===== config.mk =====
export PLATFORM = sky130hd
export DESIGN_NAME = sha256_wsched_ctrl
export DESIGN_NICKNAME = d
export VERILOG_FILES = /design/src/rtl/sha256_pkg.sv /design/src/rtl/sha256_wsched_win.sv /design/src/rtl/sha256_wsched_ctrl.sv
export SDC_FILE = /design/constraint.sdc
export NUM_CORES = 1
export LEC_CHECK = 0
export BUFFER_PORTS_ARGS = -buffer_cell sky130_fd_sc_hd__buf_2
export CAP_MARGIN = 10
export CORE_MARGIN = 2
export CORE_UTILIZATION = 43
export CTS_CLUSTER_DIAMETER = 100
export CTS_CLUSTER_SIZE = 10
export DETAILED_ROUTE_END_ITERATION = 10
export PLACE_DENSITY = 0.6
export SYNTH_ARGS = -nofsm -noshare
export SYNTH_HDL_FRONTEND = slang
export SYNTH_SLANG_ARGS = --single-unit
export TNS_END_PERCENT = 100

===== constraint.sdc =====
create_clock -name clock -period 14.7 [get_ports clock]
set_clock_uncertainty 0.1 [all_clocks]
set_input_delay 0.735 -clock clock [delete_from_list [all_inputs] [get_ports clock]]
set_output_delay 0.735 -clock clock [all_outputs]
set_load 0.02 [all_outputs]

===== src/rtl/sha256_pkg.sv =====
// Shared SHA-256 types, constants and the small sigma functions.
// The message-schedule sequencer and the round unit both use this package.
package sha256_pkg;

   typedef logic [31:0] word_t;

   localparam int BLK_WORDS = 16;

   typedef enum logic [1:0] {
      IDLE,
      LOAD,
      EXPAND,
      DONE
   } wsched_state_e;

   function automatic word_t sigma0(input word_t x);
      return {x[6:0], x[31:7]} ^ {x[17:0], x[31:18]} ^ (x >> 3);
   endfunction

   function automatic word_t sigma1(input word_t x);
      return {x[16:0], x[31:17]} ^ {x[18:0], x[31:19]} ^ (x >> 10);
   endfunction

endpackage


===== src/rtl/sha256_wsched_win.sv =====
// 16-entry circular window of schedule words.
// One synchronous write port and four combinational read ports, no reset,
// because every entry is overwritten by the LOAD phase before it is read.
module sha256_wsched_win
   import sha256_pkg::*;
(
   input  logic       clock,
   input  logic       i_we,
   input  logic [3:0] i_waddr,
   input  word_t      i_wdata,
   input  logic [3:0] i_raddr0,
   input  logic [3:0] i_raddr1,
   input  logic [3:0] i_raddr2,
   input  logic [3:0] i_raddr3,
   output word_t      o_rdata0,
   output word_t      o_rdata1,
   output word_t      o_rdata2,
   output word_t      o_rdata3
);

   word_t r_mem [BLK_WORDS];

   // Single write port: store one accepted or generated word per cycle.
   always_ff @(posedge clock) begin
      if (i_we) begin
         r_mem[i_waddr] <= i_wdata;
      end
   end

   assign o_rdata0 = r_mem[i_raddr0];
   assign o_rdata1 = r_mem[i_raddr1];
   assign o_rdata2 = r_mem[i_raddr2];
   assign o_rdata3 = r_mem[i_raddr3];

endmodule


===== src/rtl/sha256_wsched_ctrl.sv =====
// SHA-256 message-schedule sequencer.
// Loads 16 message words, streams them through, then generates W[16..ROUNDS-1]
// from a circular window, with ap_start/ap_ready/ap_done/ap_idle block control.
// Optional macro WSCHED_STALL_CNT_EN adds a saturating stall_cycles output.
module sha256_wsched_ctrl
   import sha256_pkg::*;
#(
   parameter int ROUNDS = 64,
   parameter int WORD_W = 32
) (
   input  logic        clock,
   input  logic        reset,
   input  logic        ap_start,
   output logic        ap_ready,
   output logic        ap_done,
   output logic        ap_idle,
   input  logic [31:0] in_data,
   input  logic        in_valid,
   output logic        in_ready,
   output logic [31:0] w_data,
   output logic [5:0]  w_idx,
   output logic        w_valid,
   input  logic        w_ready
`ifdef WSCHED_STALL_CNT_EN
   ,
   output logic [31:0] stall_cycles
`endif
);

   if (WORD_W != 32) begin : gBadWordWidth
      $error("sha256_wsched_ctrl: WORD_W must be 32");
   end
   if (ROUNDS < 17 || ROUNDS > 64) begin : gBadRounds
      $error("sha256_wsched_ctrl: ROUNDS must be in 17..64");
   end

   wsched_state_e r_state;
   wsched_state_e w_stateNext;
   logic [6:0]    r_t;
   logic [6:0]    w_tNext;

   logic          w_winWe;
   word_t         w_winWdata;
   logic [3:0]    w_tLow;
   word_t         w_rdM2;
   word_t         w_rdM7;
   word_t         w_rdM15;
   word_t         w_rdM16;
   word_t         w_expand;

   assign w_tLow = r_t[3:0];
   assign w_idx  = r_t[5:0];

   sha256_wsched_win uWin (
      .clock    (clock),
      .i_we     (w_winWe),
      .i_waddr  (w_tLow),
      .i_wdata  (w_winWdata),
      .i_raddr0 (w_tLow - 4'd2),
      .i_raddr1 (w_tLow - 4'd7),
      .i_raddr2 (w_tLow + 4'd1),
      .i_raddr3 (w_tLow),
      .o_rdata0 (w_rdM2),
      .o_rdata1 (w_rdM7),
      .o_rdata2 (w_rdM15),
      .o_rdata3 (w_rdM16)
   );

   // The slot being overwritten (t & 15) still holds W[t-16], so it doubles as that term.
   assign w_expand = sigma1(w_rdM2) + w_rdM7 + sigma0(w_rdM15) + w_rdM16;

   // State and word-index registers; reset abandons any partial block.
   always_ff @(posedge clock) begin
      if (reset) begin
         r_state <= IDLE;
         r_t     <= 7'd0;
      end else begin
         r_state <= w_stateNext;
         r_t     <= w_tNext;
      end
   end

   // Next-state, handshake and window-write decode for each phase.
   always_comb begin
      w_stateNext = r_state;
      w_tNext     = r_t;
      ap_ready    = 1'b0;
      ap_done     = 1'b0;
      ap_idle     = 1'b0;
      in_ready    = 1'b0;
      w_valid     = 1'b0;
      w_data      = '0;
      w_winWe     = 1'b0;
      w_winWdata  = in_data;
      case (r_state)
         IDLE: begin
            ap_idle = 1'b1;
            if (ap_start) begin
               w_stateNext = LOAD;
               w_tNext     = 7'd0;
            end
         end
         LOAD: begin
            w_valid  = in_valid;
            in_ready = w_ready;
            w_data   = in_data;
            if (in_valid && w_ready) begin
               w_winWe    = 1'b1;
               w_winWdata = in_data;
               w_tNext    = r_t + 7'd1;
               if (r_t == 7'(BLK_WORDS - 1)) begin
                  ap_ready    = 1'b1;
                  w_stateNext = EXPAND;
               end
            end
         end
         EXPAND: begin
            w_valid = 1'b1;
            w_data  = w_expand;
            if (w_ready) begin
               w_winWe    = 1'b1;
               w_winWdata = w_expand;
               w_tNext    = r_t + 7'd1;
               if (r_t == 7'(ROUNDS - 1)) begin
                  w_stateNext = DONE;
               end
            end
         end
         DONE: begin
            ap_done     = 1'b1;
            w_stateNext = IDLE;
         end
         default: begin
            w_stateNext = IDLE;
         end
      endcase
   end

`ifdef WSCHED_STALL_CNT_EN
   logic [31:0] r_stallCycles;

   // Count back-pressured output cycles for the current block, saturating at all-ones.
   always_ff @(posedge clock) begin
      if (reset) begin
         r_stallCycles <= '0;
      end else if (r_state == IDLE && ap_start) begin
         r_stallCycles <= '0;
      end else if (w_valid && !w_ready && r_stallCycles != 32'hFFFF_FFFF) begin
         r_stallCycles <= r_stallCycles + 32'd1;
      end
   end

   assign stall_cycles = r_stallCycles;
`endif

endmodule

==> key figures <==
Drt
  • Number of detailed-route iterations in the first pass: 8
  • DRC: 0
  • Vias after detailed routing: 20970
  • Wire per inst: 35.91 microns
  • Final ANT Viol Nets: 0
  • Iteration-0 DRC count of the detailed router: 2902
  • Post-Route WL: 108.3 mm
  • Avg Vias per Cell: 6.955

Clock tree
  • CTS tree: done
  • Worst skew pair latency: 630 ps
  • Post-CTS sizing: 0
  • Clock H-tree levels: 2
  • TritonCTS Buffers: 58
  • CTS Sinks: 525
  • CTS Buffer Depth: 3
  • Postcts setup bufs: 0
  • Post-CTS Hold Fix Bufs: 0
  • Worst-path clk slew: 60 ps
  • Clk root buf: clkbuf_16

Yosys
  • Synth area leader: edfxtp_1
  • Netlist cell types: 56
  • Post-synth EDFFs: 512
  • Synthesized net count: 2059
  • Synth Cell Area: 33520 sq um
  • Asr flop ratio synth: 0
  • Yosys warns: 0
  • Mapped Cells: 1919
  • Synth Flop Type: edfxtp_1
  • Sequential fraction of the synthesis area: 0.4665
  • Flops & latches, synth: 525
  • Ranking of synthesized cells by area: edfxtp_1, mux4_2, fa_1, xnor2_1, ha_1
  • Top cell type's share of synthesized area: 0.4587
  • Syn Area/Cell: 17.47 sq um

Cells and area
  • Layout cell share with drive strength beyond 1: 0.3716
  • Layout area overhead: 9.296%
  • Final nets: 2102
  • ANT cells: 0

Timing
  • Worst slew pin tran: 1129 ps
  • TNS Setup: 0 ps
  • RSZ-0062 raised after global routing: no
  • Final setup viols: 0
  • Max Slew Vio Count: 0
  • Final hold violations: 0
  • Slew Limit Headroom: 0.2422
  • F_max: 98.29 MHz
  • Period utilization: 0.6921
  • Final min period: 10170 ps

Global route
  • Tot GR Track Use: 0.2710
  • Largest net degree at the start of global routing: 52
  • Initial antenna violation count: 3
  • Global-route wire length before repair: 155.9 mm
  • Grt total ovfl: 0
  • Vias in the first global route: 20890

Worst setup path
  • Worst Path Arrival: 9340 ps
  • Setup CP Type: reg2out
  • Worst Path Required: 13860 ps
  • Maximum fanout along the worst path: 51
  • Critical path launch point type: flip-flop
  • Worst setup EP type: output port

Floorplanning
  • Die area: 80190 sq um
  • I/O pin cnt: 80
  • DIE WIDTH: 283.2 microns
  • Initial Util: 0.4334
  • Core area: 77340 sq um
  • Num rows: 102
  • Die H: 283.2 microns

Run status
  • Outcome: complete, no violations

Placed design
  • Routability cong.: 0.9359
  • Port buffer count: 79
  • Dpl hpwl: 70.09 mm

Hold path
  • Min-delay worst type: in2reg

Job
  • Max-Cap Viols: 0
layer usage:
layer  up-vias  part of all wire  GRT usage
met4         2             0.029    0.07804
met1     11310              0.38     0.3766
met5         -          0.000065          0
li1       8021                 -          -
met3       181              0.10    0.05451
met2      1458              0.49     0.4366
worst paths after layout:
check                                 from            endpoint  slack (ps)  cells after the start
worst max-delay path                r_t[0]          w_data[31]        4530                     21
worst min register to register  r_state[0]          r_state[0]         440                      2
worst min-delay path                 reset          r_state[0]         200                      2
worst max register to register      r_t[0]  uWin.r_mem[12][31]        5240                     20
critical path, stage by stage, from the launching register on:
cell and delay, ps:
dfxtp_4 860, inv_1 260, ha_4 770, buf_4 840, mux4_2 630, mux4_2 630, xnor2_1 270, xnor2_1 150
fa_1 520, inv_1 50, fa_1 470, inv_1 40, ha_1 340, a21oi_1 160, o21ai_0 180, a311o_1 380
nor3_1 670, a311o_1 430, o21ai_0 160, xnor2_1 160, o21ai_1 360, buf_2 250
synthesized netlist by cell type, types with 8 or more instances:
library cell and instances:
edfxtp_1 512, mux4_2 505, xnor2_1 125, inv_1 104, nand2_1 104, fa_1 62
clkbuf_1 54, nor2_1 48, ha_1 41, a21oi_1 32, buf_2 32, buf_1 30
nor2b_1 25, xor2_1 25, buf_4 21, a22oi_1 20, o21ai_0 20, a21o_1 17
dfxtp_1 13, nand3_1 9, and2_1 8
cells in the final DEF, fill, tap and decap left out, types with 32 or more instances in the layout:
master,count
xnor2_1,125
buf_2,79
mux4_2,505
nand2_1,104
clkbuf_16,59
fa_1,62
buf_4,49
ha_1,39
inv_1,104
a21oi_1,32
nor2_1,36
edfxtp_1,512
state kept, by name, summed over array words and instances, names as in the netlist, named ones only:
register and cells:
uWin.r_mem 512, r_t 7, r_state 2
area by class of cell:
type                            instances  area (sq um)
Clock inverter                          3         58.81
Inverter                              104         390.4
Fill cell                            6462         40710
Tap cell                             1040          1301
Timing Repair Buffer                  128         763.2
Multi-Input combinational cell       1145         16950
Sequential cell                       525         15660
Clock buffer                           70          1518
kinds of logic after synthesis:
group                    synth area share
AO/OA/AOI/OAI                     0.02800
XOR/XNOR                          0.04114
adder cells (fa/ha/maj)           0.05234
buffers and inverters             0.03349
flip-flops                         0.4665
multiplexers                       0.3474
AND/OR/NAND/NOR                   0.03110
per-stage QoR:
stage	cells	util	hold slack, ps	setup slack [ps]	cell area (sq um)
4_1_cts	3014	0.4735	188.2	4527	36620
3_3_place_gp	2941	0.4532	415.7	5289	35050
3_5_place_dp	2941	0.4532	432.1	5224	35050
2_1_floorplan	1919	-	399.7	6271	33520
6_report	3015	0.4736	198.4	4526	36630
5_1_grt	3015	0.4736	207.5	4111	36630
Power is not shown: default switching activity piles up to over one toggle a cycle in this logic, so the estimate is an artifact.
